<file path="config.mk">
export PLATFORM = sky130hd
export DESIGN_NAME = plru_repl_bank
export DESIGN_NICKNAME = d
export VERILOG_FILES = /design/src/rtl/plru_pkg.sv /design/src/rtl/plru_tree_pick.sv /design/src/rtl/plru_repl_bank.sv
export SDC_FILE = /design/constraint.sdc
export NUM_CORES = 1
export LEC_CHECK = 0
export ABC_AREA = 1
export CAP_MARGIN = 25
export CORE_AREA = 4 4 97 99
export CTS_BUF_LIST = sky130_fd_sc_hd__clkbuf_8
export CTS_CLUSTER_SIZE = 16
export DETAILED_ROUTE_END_ITERATION = 6
export DIE_AREA = 0 0 101 103
export MAX_ROUTING_LAYER = met4
export PLACE_DENSITY_LB_ADDON = 0.3
export SLEW_MARGIN = 20
export SYNTH_ARGS = -nofsm -noshare
export SYNTH_HDL_FRONTEND = slang
export SYNTH_SLANG_ARGS = --single-unit
</file>
<file path="constraint.sdc">
create_clock -name clk -period 2.3 [get_ports clk]
set_input_delay 0.46 -clock clk [delete_from_list [all_inputs] [get_ports clk]]
set_output_delay 0.46 -clock clk [all_outputs]
set_load 0.02 [all_outputs]
</file>
<file path="src/rtl/plru_pkg.sv">
// Tree-PLRU helper package: heap-order index helpers and node range functions.
// A node at heap index k sits on level floor(log2(k+1)) and covers a contiguous
// block of ways; its lower child covers the first half, its upper child the rest.
package plru_pkg;

    // Level of heap node k (root is level 0).
    function automatic int node_level(input int k);
        return $clog2(k + 2) - 1;
    endfunction

    // Number of ways covered by node k in a tree over num_way ways.
    function automatic int node_size(input int k, input int num_way);
        return num_way >> node_level(k);
    endfunction

    // Lowest way index covered by node k.
    function automatic int node_lo(input int k, input int num_way);
        return (k + 1 - (1 << node_level(k))) * node_size(k, num_way);
    endfunction

    // Highest way index covered by node k.
    function automatic int node_hi(input int k, input int num_way);
        return node_lo(k, num_way) + node_size(k, num_way) - 1;
    endfunction

    function automatic int child_lo(input int k);
        return 2 * k + 1;
    endfunction

    function automatic int child_hi(input int k);
        return 2 * k + 2;
    endfunction

    function automatic int parent(input int k);
        return (k - 1) / 2;
    endfunction

endpackage

</file>
<file path="src/rtl/plru_tree_pick.sv">
// Combinational victim picker: invalid-first among unlocked ways, otherwise a
// tree walk that steers away from fully locked subtrees. Returns a one-hot way,
// or all zeros when every way is locked.
module plru_tree_pick
    import plru_pkg::*;
#(
    parameter int NUM_WAY = 4
) (
    input  logic [NUM_WAY-2:0] tree,
    input  logic [NUM_WAY-1:0] valid,
    input  logic [NUM_WAY-1:0] lock,
    output logic [NUM_WAY-1:0] way
);
    localparam int WAY_W = $clog2(NUM_WAY);

    logic [NUM_WAY-1:0] avail;
    logic [NUM_WAY-1:0] free;
    logic               lo_av;
    logic               hi_av;
    logic               go_hi;
    int                 node;
    int                 lo;
    int                 size;
    int                 half;

    // Choose the victim: lowest free unlocked way, else walk the tree.
    always_comb begin
        avail = ~lock;
        free  = avail & ~valid;
        way   = '0;
        lo_av = 1'b0;
        hi_av = 1'b0;
        go_hi = 1'b0;
        node  = 0;
        lo    = 0;
        size  = NUM_WAY;
        half  = NUM_WAY / 2;
        if (|free) begin
            for (int w = 0; w < NUM_WAY; w++) begin
                if (free[w] && (way == '0)) way[w] = 1'b1;
            end
        end else if (|avail) begin
            for (int l = 0; l < WAY_W; l++) begin
                half  = size / 2;
                lo_av = 1'b0;
                hi_av = 1'b0;
                for (int w = 0; w < NUM_WAY; w++) begin
                    if (w >= lo && w < lo + half)          lo_av = lo_av | avail[w];
                    if (w >= lo + half && w < lo + size)   hi_av = hi_av | avail[w];
                end
                // Preferred side is the bit's choice unless it is fully locked.
                go_hi = tree[node] ? hi_av : !lo_av;
                if (go_hi) begin
                    lo   = lo + half;
                    node = child_hi(node);
                end else begin
                    node = child_lo(node);
                end
                size = half;
            end
            way[lo] = 1'b1;
        end
    end

endmodule

</file>
<file path="src/rtl/plru_repl_bank.sv">
// Multi-set tree-PLRU replacement bank. Holds NUM_WAY-1 tree bits per set,
// applies touch updates, and answers victim lookups one cycle later with the
// same-cycle update (or flush) forwarded into the lookup.
// Optional feature macro: PLRU_WAY_LOCK_EN adds lkp_lock / vic_none.
module plru_repl_bank
    import plru_pkg::*;
#(
    parameter int NUM_WAY = 4,
    parameter int NUM_SET = 16,
    parameter int WAY_W   = $clog2(NUM_WAY),
    parameter int SET_W   = (NUM_SET > 1) ? $clog2(NUM_SET) : 1
) (
    input  logic               clk,
    input  logic               rst,
    input  logic               flush,
    input  logic               upd_en,
    input  logic [SET_W-1:0]   upd_set,
    input  logic [NUM_WAY-1:0] upd_way,
    input  logic               lkp_en,
    input  logic [SET_W-1:0]   lkp_set,
    input  logic [NUM_WAY-1:0] lkp_valid,
    output logic               vic_vld,
    output logic [NUM_WAY-1:0] vic_way,
    output logic [WAY_W-1:0]   vic_idx
`ifdef PLRU_WAY_LOCK_EN
    ,
    input  logic [NUM_WAY-1:0] lkp_lock,
    output logic               vic_none
`endif
);
    typedef logic [NUM_WAY-2:0] tree_t;

    tree_t              tree_q [NUM_SET];
    tree_t              cur_tree;
    tree_t              upd_tree;
    tree_t              lkp_tree;
    logic               upd_ok;
    logic               lkp_ok;
    logic               lo_hit;
    logic               hi_hit;
    logic [NUM_WAY-1:0] lock;
    logic [NUM_WAY-1:0] pick_way;
    logic [NUM_WAY-1:0] sel_way;
    logic [WAY_W-1:0]   sel_idx;

`ifdef PLRU_WAY_LOCK_EN
    assign lock = lkp_lock;
`else
    assign lock = '0;
`endif

    // Indices past NUM_SET (non power-of-two bank) are treated as absent sets.
    assign upd_ok = int'(upd_set) < NUM_SET;
    assign lkp_ok = int'(lkp_set) < NUM_SET;

    // Next tree state for the touched set: each node points away from the
    // half that was touched, and is left alone if both or neither were.
    always_comb begin
        cur_tree = upd_ok ? tree_q[upd_set] : '0;
        upd_tree = cur_tree;
        lo_hit   = 1'b0;
        hi_hit   = 1'b0;
        for (int k = 0; k < NUM_WAY - 1; k++) begin
            lo_hit = 1'b0;
            hi_hit = 1'b0;
            for (int w = 0; w < NUM_WAY; w++) begin
                if (w >= node_lo(k, NUM_WAY) && w < node_lo(k, NUM_WAY) + node_size(k, NUM_WAY) / 2)
                    lo_hit = lo_hit | upd_way[w];
                if (w >= node_lo(k, NUM_WAY) + node_size(k, NUM_WAY) / 2 && w <= node_hi(k, NUM_WAY))
                    hi_hit = hi_hit | upd_way[w];
            end
            if (lo_hit && !hi_hit)      upd_tree[k] = 1'b1;
            else if (hi_hit && !lo_hit) upd_tree[k] = 1'b0;
        end
    end

    // Lookup sees the post-edge state: flush wins, then a same-set update.
    always_comb begin
        lkp_tree = lkp_ok ? tree_q[lkp_set] : '0;
        if (flush)
            lkp_tree = '0;
        else if (upd_en && upd_ok && (upd_set == lkp_set))
            lkp_tree = upd_tree;
    end

    plru_tree_pick #(
        .NUM_WAY (NUM_WAY)
    ) u_pick (
        .tree  (lkp_tree),
        .valid (lkp_valid),
        .lock  (lock),
        .way   (pick_way)
    );

    // Out-of-range lookups answer way 0; encode the one-hot result to binary.
    always_comb begin
        sel_way = lkp_ok ? pick_way : NUM_WAY'(1);
        sel_idx = '0;
        for (int w = 0; w < NUM_WAY; w++) begin
            if (sel_way[w]) sel_idx = WAY_W'(w);
        end
    end

    // Tree state array: reset/flush clear every set, otherwise apply the touch.
    always_ff @(posedge clk or posedge rst) begin
        if (rst) begin
            for (int s = 0; s < NUM_SET; s++) tree_q[s] <= '0;
        end else if (flush) begin
            for (int s = 0; s < NUM_SET; s++) tree_q[s] <= '0;
        end else if (upd_en && upd_ok) begin
            tree_q[upd_set] <= upd_tree;
        end
    end

    // Registered victim result, valid for one cycle per lookup request.
    always_ff @(posedge clk or posedge rst) begin
        if (rst) begin
            vic_vld <= 1'b0;
            vic_way <= '0;
            vic_idx <= '0;
`ifdef PLRU_WAY_LOCK_EN
            vic_none <= 1'b0;
`endif
        end else begin
            vic_vld <= lkp_en;
            if (lkp_en) begin
                vic_way <= sel_way;
                vic_idx <= sel_idx;
`ifdef PLRU_WAY_LOCK_EN
                vic_none <= lkp_ok && (&lkp_lock);
`endif
            end
        end
    end

endmodule
</file>
==> flow_metrics.env <==
export IMPL_hpwlAfterDp_um=8100
export IMPL_synth_area_um2=3490
export IMPL_post_route_util_pct=49.9
export IMPL_grt_pass1_wl_um=17500
export IMPL_start_util_pct=40.9
export IMPL_relSlewSlack_pct=70.1
export IMPL_die_w_um=101
export IMPL_post_route_min_period_ns=2.20
export IMPL_fmax_mhz=455
export IMPL_port_buffers=27
export IMPL_drtPass1Iterations=5
export IMPL_vias=3713
export IMPL_fin_skew_ns=0.00481
export IMPL_diodes=0
export IMPL_drive_gt1_share_pct=12.7
export IMPL_postCtsSetupRepairBufs=0
export IMPL_track_usage_pct=22.0
export IMPL_required_ns=2.51
export IMPL_maxCapViolCount=0
export IMPL_crit_path_end_kind="flop"
export IMPL_synth_nets=538
export IMPL_cts_htree_levels=2
export IMPL_ys_warn_count=0
export IMPL_crit_fanout=7
export IMPL_grt_ovfl_total=0
export IMPL_die_h_um=103
export IMPL_synthesis_instances=517
export IMPL_syn_to_final_growth_pct=22.1
export IMPL_final_hold_violation_count=0
export IMPL_startpoint_type="primary input"
export IMPL_ios=28
export IMPL_clock_root_buffer="clkbuf_8"
export IMPL_drcViolationCount=0
export IMPL_nNetsFinal=595
export IMPL_syn_avg_cell_area_um2=6.76
export IMPL_synth_seq_cells=55
export IMPL_ir_drop_uv=223
export IMPL_cp_arrival_ns=2.41
export IMPL_status="finished clean"
export IMPL_path_class="in2reg"
export IMPL_wl_um=10700
export IMPL_power_leakage_uw=0.00196
export IMPL_numCtsBuffers=5
export IMPL_hold_path_class="in2async"
export IMPL_die_area_um2=10400
export IMPL_path_clk_slew_ns=0.10
export IMPL_power_density_nw_per_um2=499
export IMPL_cts_tree="done"
export IMPL_worst_slew_pin_slew_ns=0.447
export IMPL_slew_violations=0
export IMPL_seq_area_frac_synth_pct=39.4
export IMPL_cts_path_max_buffers=2
export IMPL_antenna_left=0
export IMPL_grt_max_degree=30
export IMPL_clkSinkCount=55
export IMPL_finalPower_uw=2130
export IMPL_period_share_pct=95.5
export IMPL_dr_first_iter_drc_count=282
export IMPL_clkLatencyLatePin_ns=0.32
export IMPL_wl_per_cell_um=15.7
export IMPL_antenna_found_initial=0
export IMPL_fp_row_count=34
export IMPL_place_congestion=0.995
export IMPL_grt_pass1_vias=3619
export IMPL_viasPerCell=5.44
export IMPL_setup_viol=0
export IMPL_post_synth_num_cell_types=25
export IMPL_core_area_um2=8550
-- power by group --
group / total, µW / internal [µW] / switching [µW]
Clock: 751 / 431 / 320
Combinational: 390 / 153 / 237
Sequential: 989 / 980 / 9.10
-- repair_timing --
action	in CTS	in global routing
hold buffers	0	0
endpoints found under the setup margin	0	5
gates resized for setup	0	2
-- cell usage after synthesis, drive strengths merged --
cell / count / share of area (%)
o22ai: 14 / 2.5
buf: 18 / 3.3
nand2: 159 / 17
o211ai: 1 / 0.21
nand4: 5 / 0.90
clkbuf: 7 / 0.75
nor3: 3 / 0.57
dfrtp: 55 / 39
o21bai: 3 / 1.6
o21ai: 49 / 7.0
a31oi: 1 / 0.18
a21oi: 15 / 2.1
inv: 43 / 4.7
nand3: 101 / 15
nor2: 43 / 4.7
-- kinds of logic (layout without fill, tap and decap cells) --
group / Yosys count / in the layout / synth area share [%]
AO/OA/AOI/OAI: 83 / 83 / 13.7
flip-flops: 55 / 55 / 39.4
buffers and inverters: 68 / 126 / 8.78
AND/OR/NAND/NOR: 311 / 311 / 38.1
-- worst max-delay path, cell delays in order --
cell and delay, ns:
clkdlybuf4s50_1 0.50, buf_4 0.22, nand2_2 0.13, nor2_1 0.06
nor2_1 0.11, nand2_1 0.07, nand2_1 0.07, nand3_1 0.16
o21bai_4 0.21, nand2_1 0.10, nand3_1 0.08, nor2_1 0.05
nor2_2 0.11, nand3_2 0.07
-- cell usage in the layout, fill, tap and decap left out, types with 6 or more instances in the layout --
master	synthesis	layout
a21oi_1	15	15
buf_4	1	47
clkdlybuf4s50_1	0	27
dfrtp_1	55	55
inv_1	38	38
nand2_1	155	153
nand2_2	4	6
nand3_1	100	100
nor2_1	42	42
o21ai_0	48	48
o22ai_1	14	14
-- final cells by class --
class	instances	area, µm²
flip-flops and latches	55	1380
well taps	108	135
clock buffers	5	68.8
fillers	861	4280
multi-input cells	394	1820
clock inverters	3	63.8
inverters	43	164
repair buffers	75	643
-- per-layer routing --
layer	routed length, µm	GRT usage, %	vias up
li1	-	-	1821
met1	4950	29.1	1728
met2	4900	34.9	144
met3	664	2.98	20
met4	232	7.46	0
met5	0	-	-
-- flip-flops by register name, summed over array words and instances, names as in the netlist --
register,count
vic_way,4
tree_q,48
vic_idx,2
vic_vld,1
-- path summary, 6_finish.rpt --
check / startpoint / end / slack (ns) / cells past startpoint
min in group clk: vic_idx[1]$_DFFE_PP0P_ / vic_idx[1]$_DFFE_PP0P_ / 0.49 / 2
worst min-delay path: rst / vic_idx[0]$_DFFE_PP0P_ / 0.45 / 2
max in group asynchronous: rst / tree_q[0]$_DFFE_PP0P_ / 1.19 / 3
worst min register to register: vic_idx[1]$_DFFE_PP0P_ / vic_idx[1]$_DFFE_PP0P_ / 0.49 / 2
worst max-delay path: upd_set[0] / vic_idx[0]$_DFFE_PP0P_ / 0.10 / 14
worst max register to register: tree_q[25]$_DFFE_PP0P_ / vic_idx[0]$_DFFE_PP0P_ / 0.64 / 12
-- stage by stage --
stage | worst slack, ns | cell area (µm²) | hold slack [ns] | TNS [ns] | instances
3_5_place_dp | -0.260 | 4130 | 0.471 | -5.55 | 675
4_1_cts | 0.0715 | 4260 | 0.469 | 0 | 683
6_report | 0.104 | 4270 | 0.450 | 0 | 683
3_3_place_gp | -0.221 | 4130 | 0.471 | -4.52 | 675
2_1_floorplan | 0.497 | 3490 | 0.478 | 0 | 517
5_1_grt | -0.000281 | 4270 | 0.500 | -0.000281 | 683
Note: power is estimated with default switching activity, not from simulation.
